===== config.mk =====
export PLATFORM = sky130hd
export DESIGN_NAME = uart_rx_os
export DESIGN_NICKNAME = d
export VERILOG_FILES = /design/src/rtl/uart_pkg.sv /design/src/rtl/uart_os_tick.sv /design/src/rtl/uart_rx_os.sv
export SDC_FILE = /design/constraint.sdc
export NUM_CORES = 1
export LEC_CHECK = 0
export CELL_PAD_IN_SITES_DETAIL_PLACEMENT = 1
export CELL_PAD_IN_SITES_GLOBAL_PLACEMENT = 2
export CORE_ASPECT_RATIO = 1.5
export CORE_MARGIN = 4
export CORE_UTILIZATION = 34
export DETAILED_ROUTE_END_ITERATION = 10
export PLACE_DENSITY = 0.8
export SLEW_MARGIN = 20
export SYNTH_ARGS = -nofsm -noshare
export SYNTH_HDL_FRONTEND = slang
export SYNTH_SLANG_ARGS = --single-unit

===== constraint.sdc =====
create_clock -name clk -period 2.1 [get_ports clk]
set_input_delay 0.21 -clock clk [delete_from_list [all_inputs] [get_ports clk]]
set_output_delay 0.21 -clock clk [all_outputs]
set_load 0.05 [all_outputs]

===== src/rtl/uart_pkg.sv =====
// Shared UART definitions: parity encodings, receiver state encoding and
// the parity helper used by both the receiver and the future transmitter.
package uart_pkg;

  localparam int PAR_NONE = 0;
  localparam int PAR_ODD  = 1;
  localparam int PAR_EVEN = 2;

  localparam int MAX_DATA_BITS = 9;

  typedef enum logic [2:0] {
    IDLE,
    START,
    DATA,
    PAR,
    STOP,
    WAIT_IDLE
  } rx_state_e;

  // Returns the parity bit the transmitter should send for `data` (unused
  // upper bits must be zero). Odd: total ones including this bit is odd.
  function automatic logic parity_calc(input logic [MAX_DATA_BITS-1:0] data,
                                       input int                       mode);
    case (mode)
      PAR_ODD:  return ~(^data);
      PAR_EVEN: return ^data;
      default:  return 1'b0;
    endcase
  endfunction

endpackage


===== src/rtl/uart_os_tick.sv =====
// Oversample tick generator: one-cycle tick every CLK_DIV system clocks,
// restartable so the bit grid can be phase-aligned to a start edge.
module uart_os_tick #(
  parameter int CLK_DIV = 4
) (
  input  logic clk,
  input  logic rst_n,
  input  logic clr,
  output logic tick
);

  localparam int CW = (CLK_DIV > 1) ? $clog2(CLK_DIV) : 1;
  localparam logic [CW-1:0] CNT_LAST = CW'(CLK_DIV - 1);

  logic [CW-1:0] cnt;

  assign tick = (cnt == CNT_LAST);

  // NOTE: state registers use non-blocking assignments so every flop samples
  // pre-edge values regardless of block evaluation order.
  always_ff @(posedge clk or negedge rst_n) begin
    if (!rst_n) begin
      cnt <= '0;
    end else if (clr || tick) begin
      cnt <= '0;
    end else begin
      cnt <= cnt + CW'(1);
    end
  end

endmodule


===== src/rtl/uart_rx_os.sv =====
// Oversampling UART receiver with majority voting, false-start rejection,
// parity/framing checks and a valid/ready output stage with overrun flag.
module uart_rx_os
  import uart_pkg::*;
#(
  parameter int CLK_DIV    = 4,
  parameter int OVERSAMPLE = 8,
  parameter int DATA_BITS  = 8,
  parameter int PARITY     = PAR_NONE,
  parameter int STOP_BITS  = 1
) (
  input  logic                 clk,
  input  logic                 rst_n,
  input  logic                 uart_rx,
  output logic [DATA_BITS-1:0] m_data,
  output logic                 m_valid,
  input  logic                 m_ready,
  output logic                 parity_err,
  output logic                 frame_err,
  output logic                 overrun,
  output logic                 busy
);

  localparam int SW  = $clog2(OVERSAMPLE);
  localparam int BIW = $clog2(DATA_BITS);

  localparam logic [SW-1:0]  S_PRE   = SW'(OVERSAMPLE / 2 - 1);
  localparam logic [SW-1:0]  S_MID   = SW'(OVERSAMPLE / 2);
  localparam logic [SW-1:0]  S_DEC   = SW'(OVERSAMPLE / 2 + 1);
  localparam logic [SW-1:0]  S_LAST  = SW'(OVERSAMPLE - 1);
  localparam logic [BIW-1:0] BI_LAST = BIW'(DATA_BITS - 1);
  localparam logic           SI_LAST = 1'(STOP_BITS - 1);

  rx_state_e state, state_d;

  logic                 rx_meta, rx_s;
  logic                 tick, tick_clr;
  logic [SW-1:0]        s_cnt;
  logic [BIW-1:0]       bit_idx;
  logic                 stop_idx;
  logic [1:0]           samp;
  logic                 vote;
  logic                 dec, bit_end;
  logic [DATA_BITS-1:0] shreg;
  logic [MAX_DATA_BITS-1:0] data_ext;
  logic                 par_err_r, frm_err_r;
  logic                 line_hi;
  logic                 frame_done, load;

  // The synchroniser resets to the idle line level so reset release never
  // looks like a start edge.
  always_ff @(posedge clk or negedge rst_n) begin
    if (!rst_n) begin
      rx_meta <= 1'b1;
      rx_s    <= 1'b1;
    end else begin
      rx_meta <= uart_rx;
      rx_s    <= rx_meta;
    end
  end

  uart_os_tick #(
    .CLK_DIV (CLK_DIV)
  ) u_tick (
    .clk   (clk),
    .rst_n (rst_n),
    .clr   (tick_clr),
    .tick  (tick)
  );

  assign dec     = tick && (s_cnt == S_DEC);
  assign bit_end = tick && (s_cnt == S_LAST);
  assign vote    = (samp[1] & samp[0]) | (samp[1] & rx_s) | (samp[0] & rx_s);
  assign busy    = (state != IDLE);
  assign load    = frame_done && (!m_valid || m_ready);

  always_comb begin
    data_ext                   = '0;
    data_ext[DATA_BITS-1:0]    = shreg;
  end

  always_ff @(posedge clk or negedge rst_n) begin
    if (!rst_n) begin
      state <= IDLE;
    end else begin
      state <= state_d;
    end
  end

  // NOTE: every output of this block gets a default first, so no path through
  // the case statement can leave a signal unassigned and infer a latch.
  always_comb begin
    state_d    = state;
    tick_clr   = 1'b0;
    frame_done = 1'b0;
    case (state)
      IDLE: begin
        if (!rx_s) begin
          state_d  = START;
          tick_clr = 1'b1;
        end
      end
      START: begin
        if (dec && vote) begin
          state_d = IDLE;
        end else if (bit_end) begin
          state_d = DATA;
        end
      end
      DATA: begin
        if (bit_end && (bit_idx == BI_LAST)) begin
          state_d = (PARITY != PAR_NONE) ? PAR : STOP;
        end
      end
      PAR: begin
        if (bit_end) begin
          state_d = STOP;
        end
      end
      STOP: begin
        // Completing at the decision point leaves half a bit to catch the
        // next start edge of a back-to-back frame.
        if (dec && (stop_idx == SI_LAST)) begin
          frame_done = 1'b1;
          state_d    = (frm_err_r || !vote) ? WAIT_IDLE : IDLE;
        end
      end
      WAIT_IDLE: begin
        if (tick && line_hi && rx_s) begin
          state_d = IDLE;
        end
      end
      default: state_d = IDLE;
    endcase
  end

  // NOTE: the shift register and error flags are reset along with the control
  // state, so m_data never carries X even before the first frame.
  always_ff @(posedge clk or negedge rst_n) begin
    if (!rst_n) begin
      s_cnt     <= '0;
      bit_idx   <= '0;
      stop_idx  <= 1'b0;
      samp      <= '0;
      shreg     <= '0;
      par_err_r <= 1'b0;
      frm_err_r <= 1'b0;
      line_hi   <= 1'b0;
    end else begin
      if (state == IDLE) begin
        s_cnt <= '0;
      end else if (tick) begin
        s_cnt <= (s_cnt == S_LAST) ? '0 : s_cnt + SW'(1);
      end

      if (tick && (s_cnt == S_PRE)) samp[0] <= rx_s;
      if (tick && (s_cnt == S_MID)) samp[1] <= rx_s;

      if (state == START) begin
        bit_idx   <= '0;
        par_err_r <= 1'b0;
        frm_err_r <= 1'b0;
      end else if ((state == DATA) && bit_end) begin
        bit_idx <= bit_idx + BIW'(1);
      end

      if ((state == DATA) && dec) begin
        shreg <= {vote, shreg[DATA_BITS-1:1]};
      end

      if ((state == PAR) && dec) begin
        par_err_r <= (vote != parity_calc(data_ext, PARITY));
      end

      if (state != STOP) begin
        stop_idx <= 1'b0;
      end else begin
        if (dec && !vote) frm_err_r <= 1'b1;
        if (bit_end) stop_idx <= 1'b1;
      end

      // Exit from WAIT_IDLE needs the line high across one whole tick period.
      if ((state != WAIT_IDLE) || !rx_s) begin
        line_hi <= 1'b0;
      end else if (tick) begin
        line_hi <= 1'b1;
      end
    end
  end

  always_ff @(posedge clk or negedge rst_n) begin
    if (!rst_n) begin
      m_data     <= '0;
      m_valid    <= 1'b0;
      parity_err <= 1'b0;
      frame_err  <= 1'b0;
      overrun    <= 1'b0;
    end else begin
      overrun <= frame_done && !load;
      if (load) begin
        m_data     <= shreg;
        parity_err <= par_err_r;
        frame_err  <= frm_err_r || !vote;
        m_valid    <= 1'b1;
      end else if (m_ready) begin
        m_valid <= 1'b0;
      end
    end
  end

endmodule

==> flow_summary.json, run 1 <==
{
  "clkLatencyLatePin_ps": 290,
  "fillers": 566,
  "syn_area_per_cell_um2": 11.9,
  "htree_levels": 2,
  "viasPerCell": 5.11,
  "fin_crit_ps": 1920,
  "post-route-period-util": 0.913,
  "synth.most_common_cell": "dfrtp_1",
  "worstSetupPathType": "reg2out",
  "ir_worst_vdd_uv": 477,
  "grt.total_usage": 0.133,
  "dieArea_um2": 6590,
  "antenna_left": 0,
  "vias": 1253,
  "yosysTopAreaCellShare": 0.510,
  "finalHoldViolations": 0,
  "cts-root-buf": "clkbuf_8",
  "seqPwrFrac": 0.472,
  "synthArstFlopShare": 1.00,
  "tightest_slew_ps": 524,
  "end_kind": "output pin",
  "synth_edf_count": 0,
  "grt_pass1_wl_um": 6670,
  "run_status": "complete, no violations",
  "crit_path_frequent_cell": "buf_4",
  "rows": 32,
  "ios": 17,
  "dp_hpwl_um": 2870,
  "drtIter0Drc": 45,
  "yosys-top-cells-area": "dfrtp_1, mux2_4, mux2_2",
  "relSlewSlack": 0.649,
  "setup_violations": 0,
  "synth_commonest_cells": "dfrtp_1, o21ai_0, nor2_1",
  "critPathLaunchType": "flop",
  "p_sw_frac": 0.224,
  "grt_pass1_vias": 1386,
  "drt_wl_total_um": 3850,
  "drive_gt1_frac": 0.215,
  "synth_seq_area_share": 0.539,
  "required_ps": 1890,
  "cts_sinks": 39,
  "slowest_delay_ps": 480,
  "hp-class": "in2reg",
  "intPower_uw": 1310,
  "setup_tns_ps": 0,
  "cts_made_buffers": 5,
  "cts_buffer_depth": 2,
  "ys_ff_latch": 39,
  "cp.arrival_ps": 1710,
  "r2r-end": "parity_err",
  "syn-num-nets": 164,
  "synth_area_um2": 1810,
  "crit_start": "state[1]",
  "antenna_found_initial": 0,
  "crit_chain": "buf_4 > nor3_1 > inv_1 > buf_4",
  "p_comb_frac": 0.093,
  "p_switching_uw": 379,
  "leakage_uw": 0.00106,
  "synth_area_leader_cell": "dfrtp_1",
  "initial_core_util": 0.351,
  "yosysWarnings": 0,
  "gp_congestion": 0.847,
  "slowest_stage": "dfrtp_1",
  "grt_max_degree": 40,
  "layout.nets": 188,
  "io_buffers": 16,
  "gr-total-overflow": 0,
  "rsz0062_at_grt": "no",
  "fin_skew_ps": 7.76,
  "syn-instance-count": 152,
  "synth_cell_types": 36,
  "cap_violations": 0,
  "hold-worst-slack_ps": 323,
  "die_h_um": 97.5,
  "clk_pin_slew_ps": 70,
  "fmax_ghz": 0.521,
  "crit_path_max_fanout": 6,
  "reg2reg_from": "s_cnt[1]",
  "die_w_um": 67.6,
  "multi_input_area_um2": 764,
  "powerDensity_nw_per_um2": 770,
  "cts_tree": "built",
  "core_area_um2": 5160,
  "post-cts-setup-buffers": 0,
  "ff2ff_setup_slack_ps": 240,
  "dr.pass1.iters": 4,
  "final_max_slew_viol_count": 0,
  "crit_end": "busy",
  "wire_per_inst_um": 15.7,
  "drcViolationCount": 0,
  "area_delta_synth_final_pct": 21.2,
  "regArea_um2": 978,
  "finalCoreUtilization": 0.426,
  "clock_power_share": 0.435,
  "n_antenna_cell": 0,
  "r2r_cells": 7,
  "ys.flop_type": "dfrtp_1"
}
-- sequential cells by signal (all words and copies together), names as in the netlist, 2 cells and up --
register and flops:
shreg 8, bit_idx 3, m_data 8, s_cnt 3, state 3, samp 2, u_tick.cnt 2
-- layout by cell type, fill, tap and decap left out, drive strengths merged, types with 2 or more instances in the layout --
cell type      instances
and3                   2
mux2i                  2
a211oi                 2
nand2b                 4
inv                    8
o21ai                 15
nor3                   3
dfstp                  2
a22oi                  2
clkdlybuf4s50         14
nor2                  12
bufinv                 2
nand2                  8
nand3                  5
ha                     8
clkbuf                 7
mux2                  18
a21oi                  3
nor2b                  2
dfrtp                 37
buf                    7
-- layout make-up --
type	instances	share of cell area
repair buffers	23	0.0945
multi-input cells	99	0.348
inverters	8	0.0137
well taps	68	0.0387
clock buffers	6	0.0330
flip-flops and latches	39	0.445
clock inverters	2	0.0273
-- routing by layer --
layer,vias to the layer above,routed length [um],track usage
met5,-,0,0
met4,0,133,0.0672
met3,13,157,0.0289
met2,26,2110,0.236
met1,635,1450,0.140
li1,579,-,-
-- critical path, delay by kind of cell (launching register included) --
| family | cells | cell delay (ps) |
|---|---|---|
| buffers and inverters | 3 | 530 |
| flip-flops | 1 | 480 |
| AND/OR/NAND/NOR | 1 | 400 |
-- logic make-up after synthesis --
group	after synthesis	synth area share
AOI/OAI and AO/OA	29	0.104
muxes	20	0.139
DFF	39	0.539
buffers and inverters	14	0.0393
and+or+nand+nor	41	0.117
adders and majority gates	9	0.0607
-- power groups by stage --
stage | registers, uW | logic [uW] | clock network, uW
final | 799 | 157 | 736
after global routing | 802 | 178 | 794
after CTS | 800 | 162 | 758
after detailed placement | 814 | 159 | 0
after global placement | 812 | 146 | 0
after floorplan | 807 | 102 | 0
-- how the worst min path moves through the flow --
stage                     slack, ps     from          to  cells past startpoint
final                           320  uart_rx     rx_meta                      1
after global routing            320  uart_rx     rx_meta                      1
after CTS                       320  uart_rx     rx_meta                      1
after detailed placement        310    rst_n   m_data[5]                      2
after global placement          290    rst_n   frame_err                      2
after floorplan                 -90    rst_n  bit_idx[0]                      0
-- metrics by stage --
stage	instances	setup WS [ps]	total power, uW	cell area [um2]
final	245	182	1690	2200
after global routing	245	58.7	1770	2200
after global placement	236	261	958	2060
after floorplan	152	434	909	1810
after detailed placement	236	216	974	2060
after CTS	245	143	1720	2200
-- timing repair --
item                      CTS  global route
gates resized for setup     0             0
hold endpoints to repair   37             0
hold buffers                1             0
No activity file was read; power rests on OpenSTA's default activity.
==> run 2: changes to the inputs <==
--- a/config.mk
+++ b/config.mk
@@ -11,8 +11,10 @@
 export CORE_MARGIN = 4
 export CORE_UTILIZATION = 34
 export DETAILED_ROUTE_END_ITERATION = 10
+export GPL_TIMING_DRIVEN = 0
 export PLACE_DENSITY = 0.8
 export SLEW_MARGIN = 20
 export SYNTH_ARGS = -nofsm -noshare
 export SYNTH_HDL_FRONTEND = slang
 export SYNTH_SLANG_ARGS = --single-unit
+export TNS_END_PERCENT = 10
==> flow_summary.json, run 2 (synthesized netlist as in run 1, its figures left out) <==
{
  "cts_made_buffers": 5,
  "intPower_uw": 1220,
  "ir_worst_vdd_uv": 552,
  "clock_power_share": 0.406,
  "place_area_um2": 2070,
  "p_switching_uw": 386,
  "critPathLaunchType": "flop",
  "io_buffers": 16,
  "gr-total-overflow": 0,
  "cp.arrival_ps": 2050,
  "clk_pin_slew_ps": 80,
  "fin_skew_ps": 7.75,
  "drive_gt1_frac": 0.225,
  "finalHoldViolations": 0,
  "htree_levels": 2,
  "dr.pass1.iters": 4,
  "post-cts-setup-buffers": 0,
  "initial_core_util": 0.351,
  "finalInstanceArea_um2": 2200,
  "grt.total_usage": 0.134,
  "p_sw_frac": 0.240,
  "die_h_um": 97.5,
  "viasPerCell": 5.07,
  "crit_path_max_fanout": 10,
  "wire_per_inst_um": 15.6,
  "tightest_slew_ps": 517,
  "layout.nets": 189,
  "final_common_cell": "dfrtp_1",
  "die_w_um": 67.6,
  "dp_hpwl_um": 2980,
  "multi_input_area_um2": 769,
  "p_comb_frac": 0.097,
  "antenna_found_initial": 0,
  "cts-root-buf": "clkbuf_8",
  "rows": 32,
  "grt_max_degree": 27,
  "setup_violations": 0,
  "area_delta_synth_final_pct": 21.4,
  "required_ps": 2280,
  "grt_pass1_wl_um": 6710,
  "vias": 1248,
  "cts_sinks": 39,
  "core_area_um2": 5160,
  "grt_pass1_vias": 1378,
  "gp_congestion": 0.833,
  "leakage_uw": 0.00106,
  "end_kind": "flop",
  "regArea_um2": 978,
  "layout_common_cells": "dfrtp_1, o21ai_0, clkdlybuf4s50_1",
  "final_max_slew_viol_count": 0,
  "cap_violations": 0,
  "cts_buffer_depth": 2,
  "hp-class": "in2reg",
  "dieArea_um2": 6590,
  "finalNonFillerCells": 246,
  "worstSetupPathType": "reg2reg",
  "relSlewSlack": 0.654,
  "antenna_left": 0,
  "drt_wl_total_um": 3830,
  "fillers": 559,
  "ios": 17,
  "rsz0062_at_grt": "no",
  "post-route-period-util": 0.894,
  "n_antenna_cell": 0,
  "drtIter0Drc": 43,
  "cts_tree": "built",
  "fmax_ghz": 0.533,
  "seqPwrFrac": 0.496,
  "clkLatencyLatePin_ps": 290,
  "run_status": "complete, no violations",
  "reg_top3": "m_data: 8 flops, shreg: 8 flops",
  "fin_crit_ps": 1880,
  "dp_cells": 237,
  "drcViolationCount": 0,
  "powerDensity_nw_per_um2": 730
}
-- run 2: changes by cell type in the layout (fill, tap and decap cells not counted) --
cell,previous run,this run
nor3_1,3,2
bufinv_16,2,1
clkinv_2,0,1
buf_6,0,1
buf_2,0,1
buf_12,0,1
buf_4,7,3
clkbuf_2,1,2
nor3_2,0,1
clkbuf_8,5,6
-- run 2: power by group through the flow --
stage          Clock [uW]  Sequential (uW)  Combinational (uW)
6_report              654              798                 157
5_1_grt               720              801                 179
4_1_cts               676              798                 162
3_5_place_dp            0              813                 161
3_3_place_gp            0              811                 144
2_1_floorplan           0              807                 102
-- run 2: critical path, stage by stage (launching register included) --
cell and delay (ps):
dfrtp_1 400, inv_1 80, ha_1 170, and3_1 240
nand4b_1 170, nor2b_1 140, buf_4 190, mux2_2 350
-- run 2: path summary, 6_finish.rpt --
kind | cells after the start | endpoint | slack (ps) | startpoint
hold / removal | 1 | rx_meta | 320 | uart_rx
setup / recovery | 7 | parity_err | 220 | s_cnt[1]
min in group asynchronous | 2 | shreg[7] | 360 | rst_n
setup reg to reg | 7 | parity_err | 220 | s_cnt[1]
hold reg to reg | 0 | rx_s | 360 | rx_meta
max in group asynchronous | 3 | bit_idx[2] | 1290 | rst_n
-- run 2: what timing repair did --
item / in CTS / in global routing
hold endpoints to repair: 11 / 0
pin swaps: 0 / 0
hold buffers: 1 / 0
resized for setup: 3 / 3
endpoints found under the setup margin: 1 / 1
-- run 2: per-stage QoR --
stage                     setup WS [ps]  TNS [ps]  utilization  total power, uW  hold WS, ps
final                               222         0        0.427             1610          324
after global routing               45.1         0        0.427             1700          320
after CTS                          8.87         0        0.427             1640          312
after detailed placement          -76.8     -76.8        0.402              974          137
after global placement            -68.7     -2530        0.399              956          346
after floorplan                     434         0            -              909        -85.6
-- run 2: layout make-up --
cell class | count | share of cell area
Buffer | 6 | 0.0193
Clock buffer | 6 | 0.0375
Clock inverter | 2 | 0.0159
Inverter | 8 | 0.0136
Multi-Input combinational cell | 99 | 0.349
Sequential cell | 39 | 0.444
Tap cell | 68 | 0.0386
Timing Repair Buffer | 18 | 0.0818
-- run 2: layer usage --
layer	share of wire	track usage	up-vias
met5	0	0	-
met4	0.016	0.0469	0
met3	0.032	0.0278	5
met2	0.57	0.242	19
met1	0.38	0.149	641
li1	-	-	583
